`src/rtl/regf_mp_if.sv`:
```
// Bus between the pipeline (decode read indices, writeback write port)
// and the regf_mp register file.
interface regf_mp_if #(
    parameter int XLEN = 32,
    parameter int AW   = 5
);
    logic            i_clr;
    logic [AW-1:0]   i_raddr0;
    logic [AW-1:0]   i_raddr1;
    logic            i_we;
    logic [AW-1:0]   i_waddr;
    logic [XLEN-1:0] i_wdata;
    logic [XLEN-1:0] o_rdata0;
    logic [XLEN-1:0] o_rdata1;
    logic            o_ready;

    modport master (
        output i_clr, i_raddr0, i_raddr1, i_we, i_waddr, i_wdata,
        input  o_rdata0, o_rdata1, o_ready
    );

    modport slave (
        input  i_clr, i_raddr0, i_raddr1, i_we, i_waddr, i_wdata,
        output o_rdata0, o_rdata1, o_ready
    );
endinterface

```
`src/rtl/regf_mp.sv`:
```
// regf_mp: parametrised integer register file, two async read ports,
// one sync write port, optional bypass and optional hard-wired zero r0.
// A clear sequencer zeroes one entry per cycle after reset or i_clr;
// o_ready is high once the array is valid.
// Optional trace of writes/clears: define REGF_TRACE_EN.
module regf_mp #(
    parameter int XLEN    = 32,
    parameter int NREGS   = 32,
    parameter int AW      = 5,
    parameter int ZERO_R0 = 1,
    parameter int BYPASS  = 1
) (
    input logic       i_clk,
    input logic       i_rst_n,
    regf_mp_if.slave  bus
);
    typedef enum logic {CLEAR, READY} state_t;

    localparam logic [AW:0]   NREGS_W = (AW+1)'(NREGS);
    localparam logic [AW-1:0] LAST    = AW'(NREGS - 1);

    state_t          state_q, state_d;
    logic [AW-1:0]   cnt_q, cnt_d;
    logic [XLEN-1:0] mem [NREGS];
    logic            ready;
    logic            wr_ok;
    logic [AW-1:0]   raddr [2];
    logic [XLEN-1:0] rdata [2];

    assign ready    = (state_q == READY);
    assign raddr[0] = bus.i_raddr0;
    assign raddr[1] = bus.i_raddr1;

    // Accepted write: ready, no clear this cycle (clear wins), index in range, not hard-wired r0
    assign wr_ok = ready && bus.i_we && !bus.i_clr
                 && ({1'b0, bus.i_waddr} < NREGS_W)
                 && !((ZERO_R0 != 0) && (bus.i_waddr == '0));

    // State and clear-counter registers
    always_ff @(posedge i_clk) begin
        if (!i_rst_n) begin
            state_q <= CLEAR;
            cnt_q   <= '0;
        end else begin
            state_q <= state_d;
            cnt_q   <= cnt_d;
        end
    end

    // Next state: sweep the array while clearing, leave on i_clr when ready
    always_comb begin
        state_d = state_q;
        cnt_d   = cnt_q;
        case (state_q)
            CLEAR: begin
                if (cnt_q == LAST) begin
                    state_d = READY;
                    cnt_d   = '0;
                end else begin
                    cnt_d = cnt_q + 1'b1;
                end
            end
            READY: begin
                if (bus.i_clr) begin
                    state_d = CLEAR;
                    cnt_d   = '0;
                end
            end
            default: state_d = CLEAR;
        endcase
    end

    // Array update: sequencer zero-fill during CLEAR, pipeline writes when ready
    always_ff @(posedge i_clk) begin
        if (i_rst_n) begin
            if (state_q == CLEAR) begin
                mem[cnt_q] <= '0;
            end else if (wr_ok) begin
                mem[bus.i_waddr] <= bus.i_wdata;
            end
        end
    end

    // Read ports: forced 0 when not ready, out of range or r0; bypass forwards accepted writes
    always_comb begin
        for (int unsigned p = 0; p < 2; p++) begin
            rdata[p] = '0;
            if (ready && ({1'b0, raddr[p]} < NREGS_W)
                && !((ZERO_R0 != 0) && (raddr[p] == '0))) begin
                if ((BYPASS != 0) && wr_ok && (bus.i_waddr == raddr[p])) begin
                    rdata[p] = bus.i_wdata;
                end else begin
                    rdata[p] = mem[raddr[p]];
                end
            end
        end
    end

    assign bus.o_rdata0 = rdata[0];
    assign bus.o_rdata1 = rdata[1];
    assign bus.o_ready  = ready;

`ifdef REGF_TRACE_EN
    // Simulation trace of accepted/dropped writes and clear completion
    always_ff @(posedge i_clk) begin
        if (i_rst_n) begin
            if (wr_ok) begin
                $display("regf: r[%h]=%h", bus.i_waddr, bus.i_wdata);
            end else if (bus.i_we) begin
                $display("regf: drop r[%h]", bus.i_waddr);
            end
            if ((state_q == CLEAR) && (cnt_q == LAST)) begin
                $display("regf: clear done");
            end
        end
    end
`else
    // Trace disabled: no display logic compiled.
`endif

endmodule
```
`src/flat_wrapper.sv`:
```
// flat-port wrapper written by rule: the top's interface ports become plain ports
module regf_mp_flat 
#(
    parameter int XLEN    = 32,
    parameter int NREGS   = 32,
    parameter int AW      = 5,
    parameter int ZERO_R0 = 1,
    parameter int BYPASS  = 1
)
  (i_clk, i_rst_n, bus_i_clr, bus_i_raddr0, bus_i_raddr1, bus_i_we, bus_i_waddr, bus_i_wdata, bus_o_rdata0, bus_o_rdata1, bus_o_ready);
  regf_mp_if #(.XLEN(XLEN), .AW(AW)) bus_i ();
  input logic i_clk;
  input logic i_rst_n;
  input wire logic [$bits(bus_i.i_clr)-1:0] bus_i_clr;
  input wire logic [$bits(bus_i.i_raddr0)-1:0] bus_i_raddr0;
  input wire logic [$bits(bus_i.i_raddr1)-1:0] bus_i_raddr1;
  input wire logic [$bits(bus_i.i_we)-1:0] bus_i_we;
  input wire logic [$bits(bus_i.i_waddr)-1:0] bus_i_waddr;
  input wire logic [$bits(bus_i.i_wdata)-1:0] bus_i_wdata;
  output wire logic [$bits(bus_i.o_rdata0)-1:0] bus_o_rdata0;
  output wire logic [$bits(bus_i.o_rdata1)-1:0] bus_o_rdata1;
  output wire logic [$bits(bus_i.o_ready)-1:0] bus_o_ready;
  assign bus_i.i_clr = bus_i_clr;
  assign bus_i.i_raddr0 = bus_i_raddr0;
  assign bus_i.i_raddr1 = bus_i_raddr1;
  assign bus_i.i_we = bus_i_we;
  assign bus_i.i_waddr = bus_i_waddr;
  assign bus_i.i_wdata = bus_i_wdata;
  assign bus_o_rdata0 = bus_i.o_rdata0;
  assign bus_o_rdata1 = bus_i.o_rdata1;
  assign bus_o_ready = bus_i.o_ready;
  regf_mp #(.XLEN(XLEN), .NREGS(NREGS), .AW(AW), .ZERO_R0(ZERO_R0), .BYPASS(BYPASS)) u_core (.i_clk(i_clk), .i_rst_n(i_rst_n), .bus(bus_i));
endmodule
```
`config.mk`:
```
export PLATFORM = sky130hd
export DESIGN_NAME = regf_mp_flat
export DESIGN_NICKNAME = d
export VERILOG_FILES = /design/src/rtl/regf_mp_if.sv /design/src/rtl/regf_mp.sv /design/src/flat_wrapper.sv
export SDC_FILE = /design/constraint.sdc
export NUM_CORES = 1
export LEC_CHECK = 0
export BUFFER_PORTS_ARGS = -buffer_cell sky130_fd_sc_hd__buf_2
export CORE_AREA = 2 2 366 368
export CTS_BUF_LIST = sky130_fd_sc_hd__clkbuf_16
export DETAILED_ROUTE_END_ITERATION = 8
export DIE_AREA = 0 0 368 370
export HOLD_SLACK_MARGIN = 0.12
export SLEW_MARGIN = 20
export SYNTH_ARGS = -nofsm -noshare
export SYNTH_HDL_FRONTEND = slang
export SYNTH_SLANG_ARGS = --single-unit
```
`constraint.sdc`:
```
create_clock -name i_clk -period 4.6 [get_ports i_clk]
set_input_delay 0.23 -clock i_clk [delete_from_list [all_inputs] [get_ports i_clk]]
set_output_delay 0.23 -clock i_clk [all_outputs]
set_load 0.05 [all_outputs]
```
Word-level counts from Yosys, hierarchy flattened
Memories as Yosys holds them, arrays and structs flattened.
Cells that the tools add are included.
Word-level totals
  bits in registers: 6
  memory bits (writable): 1024
  input port bits: 51
  output and inout bits: 65
  logic and storage cells: 44
  memories kept: 1
Operators by class
  add/subtract/negate cells: 1
  equal/unequal tests: 4
  muxes and demuxes: 20
  bitwise operators: 1
  reduce and logical (&&, ||, !) cells: 15
Memory list
  u_core.mem: words 32, width 32, read ports 2, clocked after memory_dff 0, wr ports 1, line regf_mp.sv:24  | logic [XLEN-1:0] mem [NREGS];
Operators with widths (count)
  32-bit two-way mux: 5
  32-bit OR reduction: 1
  5-bit logical NOT: 3
  5-bit two-way mux: 3
  5-bit equality test: 2
  1-bit two-way mux: 10
  5-bit one-hot mux with 2 select lines: 1
  1-bit logical AND: 7
  5-bit by 1-bit adder with 5-bit output, second input constant: 1
  5-bit equality test, second input constant: 1
  1-bit logical NOT: 4
  2-bit != test, second input constant: 1
  1-bit one-hot mux with 2 select lines: 1
  1-bit inverter: 1

Depth between registers and ports, before layout
Gate-level depths: netlist of run 1.
  depth after elaboration: 9
  depth in mapped cells: 9

Least setup slack after synthesis of run 1
OpenSTA, ideal clock, no wires.
  path type: register to register
  from: register u_core.state_q, in the netlist u_core.bus.o_ready
  to: memory u_core.mem[12][0], enable pin
  library setup time: 0.461 ns
  arrival: 3.921 ns
  data required time: 4.139 ns
  path slack: 0.218 ns
  cell stages (with the launch flop): 6
  cell sequence: dfxtp_1 > nand3b_2 > a211oi_2 > buf_2 > a21oi_2 > nor3_1
On the way
  longest elaborated chain between the ends: 9
Ends and longest elaborated chain
  start: declaration: line regf_mp.sv:22  | state_t state_q, state_d;
  start signal: assignment: line regf_mp.sv:45  | state_q <= state_d;
  1-bit logical AND (2 in series): line regf_mp.sv:35  | assign wr_ok = ready && bus.i_we && !bus.i_clr
  1-bit logical AND: line regf_mp.sv:37  | && !((ZERO_R0 != 0) && (bus.i_waddr == '0));
  1-bit two-way mux: line regf_mp.sv:78  | end else if (wr_ok) begin
  1-bit two-way mux: line regf_mp.sv:76  | if (state_q == CLEAR) begin
  1-bit two-way mux: line regf_mp.sv:75  | if (i_rst_n) begin
  1-bit two-way mux (not written as such): line regf_mp.sv:79  | mem[bus.i_waddr] <= bus.i_wdata;
  32-bit OR reduction (no line)
  5-bit two-way mux (no line) or 1-bit two-way mux (tied branches)
  end: declaration: line regf_mp.sv:24
Several ways; a longest one is shown, not always the timed one.

Final worst setup path of run 1
  from: register u_core.state_q, in the netlist u_core.bus.o_ready
  to: output bus_o_rdata1[24]
On the way
  longest elaborated chain between the ends: 6
Ends and longest elaborated chain
  1-bit logical AND (2 in series): line regf_mp.sv:35
  1-bit logical AND: line regf_mp.sv:37
  1-bit logical AND: line regf_mp.sv:90  | if ((BYPASS != 0) && wr_ok && (bus.i_waddr == raddr[p])) begin
  32-bit two-way mux: line regf_mp.sv:90
  32-bit two-way mux *: line regf_mp.sv:88  | if (ready && ({1'b0, raddr[p]} < NREGS_W)
  end: declaration: line flat_wrapper.sv:21  | output wire logic [$bits(bus_i.o_rdata1)-1:0] bus_o_rdata1;
Mark *: on every way between the ends. The rest lies on a longest branch, timed or not.

==> results of run 1 <==
[worst reg2reg max path: stages (launching register included)]
cell and delay [ns]:
dfxtp_1 0.71, nand3b_2 0.31, a211oi_4 0.61, buf_4 0.55, a21oi_2 0.33, nor2_4 0.48
buf_4 0.49
[layer usage]
layer	share of wire, %	vias to the layer above
met2	50	1575
li1	-	11770
met4	5.0	8
met3	7.6	372
met1	37	15440
met5	0.039	-
[power groups by stage]
stage / Sequential [W] / Clock [W] / Combinational, W
after floorplan: 0.0104 / 0 / 0.00101
after global placement: 0.0104 / 0 / 0.00143
after detailed placement: 0.0105 / 0 / 0.00145
after CTS: 0.0102 / 0.00839 / 0.00146
after global routing: 0.0102 / 0.00875 / 0.00153
final: 0.0103 / 0.00827 / 0.00146
[final cells by class]
cell class	count	area [µm²]
Inverter	6	22.52
Sequential cell	1030	30870
Tap cell	1768	2212
Fill cell	11600	77140
Multi-Input combinational cell	1386	16960
Clock buffer	101	2527
Timing Repair Buffer	234	1924
Clock inverter	86	788.3
Antenna cell	3	7.507
[flip-flops by register name (all words and copies together) (netlist names)]
register	cells
u_core.mem	1024
u_core.cnt_q	5
u_core.bus.o_ready	1
[stage by stage]
stage                     total power, W  area, µm²  std cells
after floorplan                  0.01145      48490       2647
after global placement           0.01188      51870       4417
after detailed placement         0.01190      51910       4419
after CTS                        0.02009      55260       4609
after global routing             0.02053      55300       4611
final                            0.01997      55310       4614
[cell usage after synthesis, types with 2 or more instances]
master	number	area, µm²
a22oi_1	192	1441
o31ai_2	2	25.02
a311o_1	64	640.6
o311ai_4	2	52.55
clkbuf_1	109	409.1
nor3b_1	6	45.04
mux2i_1	256	2562
mux4_2	380	8558
buf_1	23	86.33
inv_1	6	22.52
nand2b_1	3	18.77
edfxtp_1	1024	30750
o21bai_1	64	480.5
xnor2_1	10	87.58
nand3_1	2	10.01
a221oi_1	128	1121
nor3_1	6	30.03
o21ai_0	7	35.03
buf_6	2	22.52
nor4_1	7	43.79
and3_1	4	25.02
ha_1	2	25.02
buf_4	17	127.6
nor2b_1	5	31.28
nor2_2	2	12.51
nand3b_1	2	15.01
buf_2	74	370.4
mux4_1	4	105.1
a21oi_1	135	675.7
nor2_1	49	183.9
and2_1	34	212.7
nand2_1	5	18.77
dfxtp_1	6	120.1
o21ai_1	3	15.01
[cells by family (layout without fill, tap and decap cells)]
kind of cell | Yosys count | in the layout
AO/OA/AOI/OAI | 603 | 603
XOR/XNOR | 10 | 10
adder cells (fa/ha/maj) | 2 | 2
buffers and inverters | 231 | 427
flip-flops | 1030 | 1030
multiplexers | 640 | 640
other | 0 | 3
AND/OR/NAND/NOR | 131 | 131
[worst min-delay path by stage]
stage                                from                 end
after global routing      bus_i_wdata[18]  u_core.mem[23][18]
after global placement            i_rst_n  u_core.bus.o_ready
after floorplan                   i_rst_n  u_core.bus.o_ready
after detailed placement          i_rst_n  u_core.bus.o_ready
after CTS                  bus_i_wdata[9]   u_core.mem[30][9]
final                     bus_i_wdata[18]   u_core.mem[0][18]
[repair_timing]
| action | in CTS | in global routing |
|---|---|---|
| hold endpoints to repair | 6 | 0 |
| resized for setup | 0 | 0 |
| hold buffers | 3 | 0 |
==> metrics.log, run 1 <==
INFO  metric run_status = finished clean
INFO  metric dpl_ws = 0.7737 ns
INFO  metric hold_path_class = in2reg
INFO  metric leading_register_cell_type_out_of_synthesis = edfxtp_1
INFO  metric worstSkewPairLatency = 0.72 ns
INFO  metric clk_root_buffer_cell = clkbuf_16
INFO  metric final_antenna_net_count = 0
INFO  metric timing.critical_path.max_delay_family = compound AO/OA/AOI/OAI gates
INFO  metric synth-warning-count = 0
INFO  metric cp-startpoint = u_core.bus.o_ready
INFO  metric finalCoreUtilization = 41.76%
INFO  metric num-nets-final = 2812
INFO  metric htree_levels = 3
INFO  metric syn_area = 48490 µm²
INFO  metric seq_power_share = 51.3%
INFO  metric clock-sinks = 1030
INFO  metric timing.critical_path.slowest_stage_cell = dfxtp_1
INFO  metric worst-slew-pin-transition = 1.155 ns
INFO  metric simple_gate_share_of_the_synthesized_area = 1.440%
INFO  metric crit_cells = 7
INFO  metric globalRouteMet1Util = 26.22%
INFO  metric timing.critical_path.fanout_max = 22
INFO  metric switching_part_of_the_total = 22.59%
INFO  metric cp-end-kind = output pin
INFO  metric cts-buffers-inserted = 101
INFO  metric synth_compound_gate_area_share = 9.372%
INFO  metric gp_congestion = 0.8941
INFO  metric drt_iter0_markers = 3264
INFO  metric cell_internal_pwr = 0.01546 W
INFO  metric period_minus_slack = 4.271 ns
INFO  metric timing.final.crit_share = 92.86%
INFO  metric drt-pass1-iter-count = 5
INFO  metric drt-vias-per-instance = 6.322
INFO  metric asyncSetResetFlopFracSynth = 0%
INFO  metric gr-usage-met3 = 3.903%
INFO  metric worstPathCellList = nand3b_2, a21o_4, o311ai_4, buf_4, a21oi_1, a311o_1, buf_2
INFO  metric top_library_cells_by_usage_in_the_layout_fill_and_taps_aside = 1024 x edfxtp_1, 380 x mux4_2, 256 x mux2i_1
INFO  metric leakage = 18.04 nW
INFO  metric totalWireLength = 148.9 mm
INFO  metric global_route.peak_usage_layer = met2
INFO  metric i_o_pins = 116
INFO  metric worstPathBufferInverterCount = 2
INFO  metric die-height = 370 µm
INFO  metric max_freq = 0.2341 GHz
INFO  metric fp.dieW = 368 µm
INFO  metric worst_ir_drop_vdd = 0.0003023 V
INFO  metric synthCells = 2647
INFO  metric rrSetupSlack = 0.73 ns
INFO  metric max_cap_violations = 0
INFO  metric cts.path.max_buffers = 3
INFO  metric initial_core_util = 36.61%
INFO  metric dr_total_vias = 29.17k
INFO  metric rsz0062_at_grt = false
INFO  metric grt-ovfl-total = 0
INFO  metric logic_depth_of_the_worst_register_to_register_path = 6
INFO  metric setup_total_negative_slack = 0 ns
INFO  metric power.combinational.fraction = 7.3%
INFO  metric cts_tree = done
INFO  metric core-area = 132500 µm²
INFO  metric total_switching_power = 0.004512 W
INFO  metric ffs_latches_synth = 1030
INFO  metric grt_start_max_net_pins = 94
INFO  metric first_global_vias = 30.49k
INFO  metric yosys.cell_types.count = 46
INFO  metric gr-usage-met2 = 36.55%
INFO  metric post_drt_wl_per_cell = 32.26 µm
INFO  metric grt_first_pass_wirelength = 212.2 mm
INFO  metric synth-seq-area-share = 63.66%
INFO  metric layout-drive-gt1-share = 29.48%
INFO  metric row_count = 134
INFO  metric timing.final.max_slew_violations = 0
INFO  metric fin_skew = 0.02766 ns
INFO  metric grt_antenna_before_repair = 8
INFO  metric r2r-end = u_core.mem[2][26]
INFO  metric worst_hold_path.num_cells = 2
INFO  metric post_synth_adder_cell_area = 0.05161%
INFO  metric timing.slew.headroom = 22.83%
INFO  metric port_buffers = 115
INFO  metric drc_errors = 0
INFO  metric leading_cell_type_in_the_layout_fill_and_taps_excluded = edfxtp_1
INFO  metric timing.setup.critical_path_class = reg2out
INFO  metric cts_post_setup_buffers_inserted = 0
INFO  metric synth-xor-area-share = 0.1806%
INFO  metric crit_path_max_incr_delay = 0.71 ns
INFO  metric die_area = 136200 µm²
INFO  metric worst-endpoint-arrival = 4.04 ns
INFO  metric synth_edf_count = 1024
INFO  metric muxShareOfSynthArea = 23.15%
INFO  metric synth_top_family_by_area = multiplexers
INFO  metric setup.worst_path.end = bus_o_rdata1[24]
INFO  metric start_kind = flip-flop
INFO  metric setup_slack = 0.3286 ns
INFO  metric finalHoldViolCount = 0
INFO  metric worstPathRequired = 4.37 ns
INFO  metric clock_power_share = 41.4%
INFO  metric groute.usage.overall = 21.47%
INFO  metric synth_nets = 2700
INFO  metric worstReg2RegStart = u_core.bus.o_ready
INFO  metric path_clk_slew = 0.07 ns
INFO  metric power_density = 361.1 nW/µm²
INFO  metric areaGrowthSynthToFinish = 14.06%
INFO  metric syn_avg_cell_area = 18.32 µm²
INFO  metric worst_hold_slack = 0.1196 ns
INFO  metric setup_viol_count_final = 0
INFO  metric detailed_place_hpwl = 93.16 mm
(Power assumes the default switching activity.)
==> inputs of run 2 (changes only) <==
- CAP_MARGIN: unset -> 20
- PLACE_DENSITY: unset -> 0.56
==> run 2 against run 1 <==
Net effect:
- via count is 1.3% higher
- utilization fell by 0.18 points
- final cell count is essentially flat
- die area did not move
- final area is 0.43% lower
- wire length up 4.0%
- count of clock-buffer cells in the layout grew 7
- register-to-register slack hardly changed
- worst setup slack got worse by 0.070 ns
- critical path depth unchanged
- sequential cell count unchanged
- clock power is 1% lower
- critical endpoint is now bus_o_rdata0[25]
==> metrics.log, run 2 (synthesis gave the netlist of run 1 again) <==
INFO  metric dr_total_vias = 29.56k (+1.3%)
INFO  metric initial_core_util = 36.61% (unchanged)
INFO  metric timing.slew.headroom = 27.57% (+4.7 points)
INFO  metric worst-slew-pin-transition = 1.086 ns (-0.06864 ns)
INFO  metric clock-sinks = 1030 (unchanged)
INFO  metric cts_tree = done
INFO  metric timing.critical_path.fanout_max = 16 (-27%)
INFO  metric run_status = finished clean
INFO  metric post_drt_wl_per_cell = 33.52 µm (+3.9%)
INFO  metric num-fill-cells = 11.70k (+0.86%)
INFO  metric timing.setup.critical_path_class = reg2out
INFO  metric start_kind = flip-flop
INFO  metric largest_reg_flops = 1024 (unchanged)
INFO  metric drt_iter0_markers = 3949 (+21%)
INFO  metric leading_cell_type_in_the_layout_fill_and_taps_excluded = edfxtp_1
INFO  metric port_buffers = 115 (unchanged)
INFO  metric die_area = 136200 µm² (unchanged)
INFO  metric grt_antenna_before_repair = 6 (-2)
INFO  metric first_global_vias = 30.07k (-1.4%)
INFO  metric max_cap_violations = 0 (unchanged)
INFO  metric fin_skew = 0.03833 ns (+0.01068 ns)
INFO  metric max_freq = 0.2304 GHz (-1.6%)
INFO  metric worstPathCellList = nand3b_2, a21o_4, o31ai_4, buf_4, a21oi_1, a311o_1, buf_2
INFO  metric crit_path_max_incr_delay = 0.85 ns (+0.14 ns)
INFO  metric htree_levels = 3 (unchanged)
INFO  metric grt-ovfl-total = 0 (unchanged)
INFO  metric areaGrowthSynthToFinish = 13.57%
INFO  metric setup_slack = 0.2590 ns (-0.06955 ns)
INFO  metric fp.dieW = 368 µm (unchanged)
INFO  metric hold_path_class = in2reg
INFO  metric layout-drive-gt1-share = 28.64% (-0.83 points)
INFO  metric worstSkewPairLatency = 0.73 ns (about the same)
INFO  metric timing.critical_path.slowest_stage_cell = o31ai_4
INFO  metric path_clk_slew = 0.07 ns (about the same)
INFO  metric setup_viol_count_final = 0 (unchanged)
INFO  metric detailed_place_hpwl = 92.71 mm (-0.49%)
INFO  metric timing.final.crit_share = 94.37% (+1.5 points)
INFO  metric cts.path.max_buffers = 3 (unchanged)
INFO  metric i_o_pins = 116 (unchanged)
INFO  metric groute.usage.overall = 22.43% (+0.96 points)
INFO  metric dpl_ws = 0.7977 ns (+0.02404 ns)
INFO  metric largest_register = u_core.mem
INFO  metric gp_congestion = 0.8717 (-2.5%)
INFO  metric worstPathRequired = 4.37 ns (about the same)
INFO  metric worst_ir_drop_vdd = 0.0002901 V (-4.0%)
INFO  metric drt-pass1-iter-count = 6 (+1)
INFO  metric rsz0062_at_grt = false
INFO  metric power_density = 361.0 nW/µm² (about the same)
INFO  metric cts-buffers-inserted = 108 (+6.9%)
INFO  metric worst-endpoint-arrival = 4.11 ns (+0.07 ns)
INFO  metric final_antenna_net_count = 0 (unchanged)
INFO  metric grt_first_pass_wirelength = 219.9 mm (+3.6%)
INFO  metric drt-vias-per-instance = 6.400 (+1.2%)
INFO  metric num-nets-final = 2815 (+0.11%)
INFO  metric period_minus_slack = 4.341 ns (+0.06955 ns)
INFO  metric core-area = 132500 µm² (unchanged)
INFO  metric drc_errors = 0 (unchanged)
INFO  metric finalHoldViolCount = 0 (unchanged)
INFO  metric setup_total_negative_slack = 0 ns (unchanged)
INFO  metric grt_start_max_net_pins = 108 (+15%)
INFO  metric cp-end-kind = output pin
INFO  metric top_library_cells_by_usage_in_the_layout_fill_and_taps_aside = 1024 x edfxtp_1, 380 x mux4_2, 256 x mux2i_1
INFO  metric clk_root_buffer_cell = clkbuf_16
INFO  metric leakage = 18.03 nW (about the same)
INFO  metric totalWireLength = 154.8 mm (+4.0%)
INFO  metric die-height = 370 µm (unchanged)
INFO  metric row_count = 134 (unchanged)
INFO  metric timing.final.max_slew_violations = 0 (unchanged)
run 2: changes by cell type in the layout (fill, tap and decap cells not counted), moves of 2 or more:
cell           delta
buf_12           -14
clkinv_1          +5
inv_6             +3
bufinv_16         -6
inv_16            -2
clkinv_2         -10
dlygate4sd3_1     +3
inv_1            +21
clkinvlp_4        -6
buf_4             +5
diode_2           -2
clkbuf_16         +7
buf_8             +3
run 2: worst max-delay path: cells and delay by family (launching register included):
family / cells / cell delay, ns
compound gates: 4 / 1.74
flops: 1 / 0.68
buf+inv: 2 / 0.62
simple gates: 1 / 0.30
run 2: path summary, 6_finish.rpt:
kind,startpoint,to,slack (ns),cells past startpoint
setup / recovery,u_core.bus.o_ready,bus_o_rdata0[25],0.26,7
hold / removal,bus_i_wdata[15],u_core.mem[3][15],0.17,2
setup reg to reg,u_core.bus.o_ready,u_core.mem[16][25],0.74,7
hold reg to reg,u_core.cnt_q[1],u_core.cnt_q[3],0.58,2
run 2: final cells by class:
class                   instances  area [µm²]  share of cell area, %
flip-flops and latches       1030       30870                  56.06
multi-input cells            1386       16960                  30.79
clock buffers                 108        2703                  4.908
well taps                    1768        2212                  4.017
repair buffers                230        1745                  3.170
clock inverters                89       555.5                  1.009
inverters                       6       22.52                0.04090
diodes                          1       2.502               0.004544
run 2: report_power, final:
group          internal, W  switching, W
clock              0.00447       0.00368
combinational     0.000628      0.000851
sequential          0.0102     0.0000252
total               0.0153       0.00455
run 2: per-stage QoR:
| stage | area [µm²] | std cells | total power [W] | hold slack [ns] | util [%] |
|---|---|---|---|---|---|
| after CTS | 54960 | 4610 | 0.02000 | 0.2023 | 41.50 |
| after floorplan | 48490 | 2647 | 0.01145 | 0.3759 | - |
| final | 55070 | 4618 | 0.01988 | 0.1677 | 41.58 |
| after global placement | 51670 | 4410 | 0.01189 | 0.5275 | 39.01 |
| after detailed placement | 51670 | 4410 | 0.01191 | 0.5473 | 39.01 |
| after global routing | 55070 | 4617 | 0.02045 | 0.1888 | 41.57 |
run 2: repair_timing:
item / in CTS / in global routing
endpoints found under the setup margin: 0 / 0
gates resized for setup: 0 / 0
setup buffers: 0 / 0
hold buffers: 3 / 3
endpoints found under the hold margin: 6 / 23
run 2: layer usage:
layer / vias to the layer above / GRT usage [%] / wire length (µm)
met3: 334 / 4.377 / 13630
met5: - / 0 / 0
li1: 11790 / - / -
met4: 0 / 8.297 / 5498
met2: 1628 / 35.21 / 72510
met1: 15800 / 31.07 / 63150
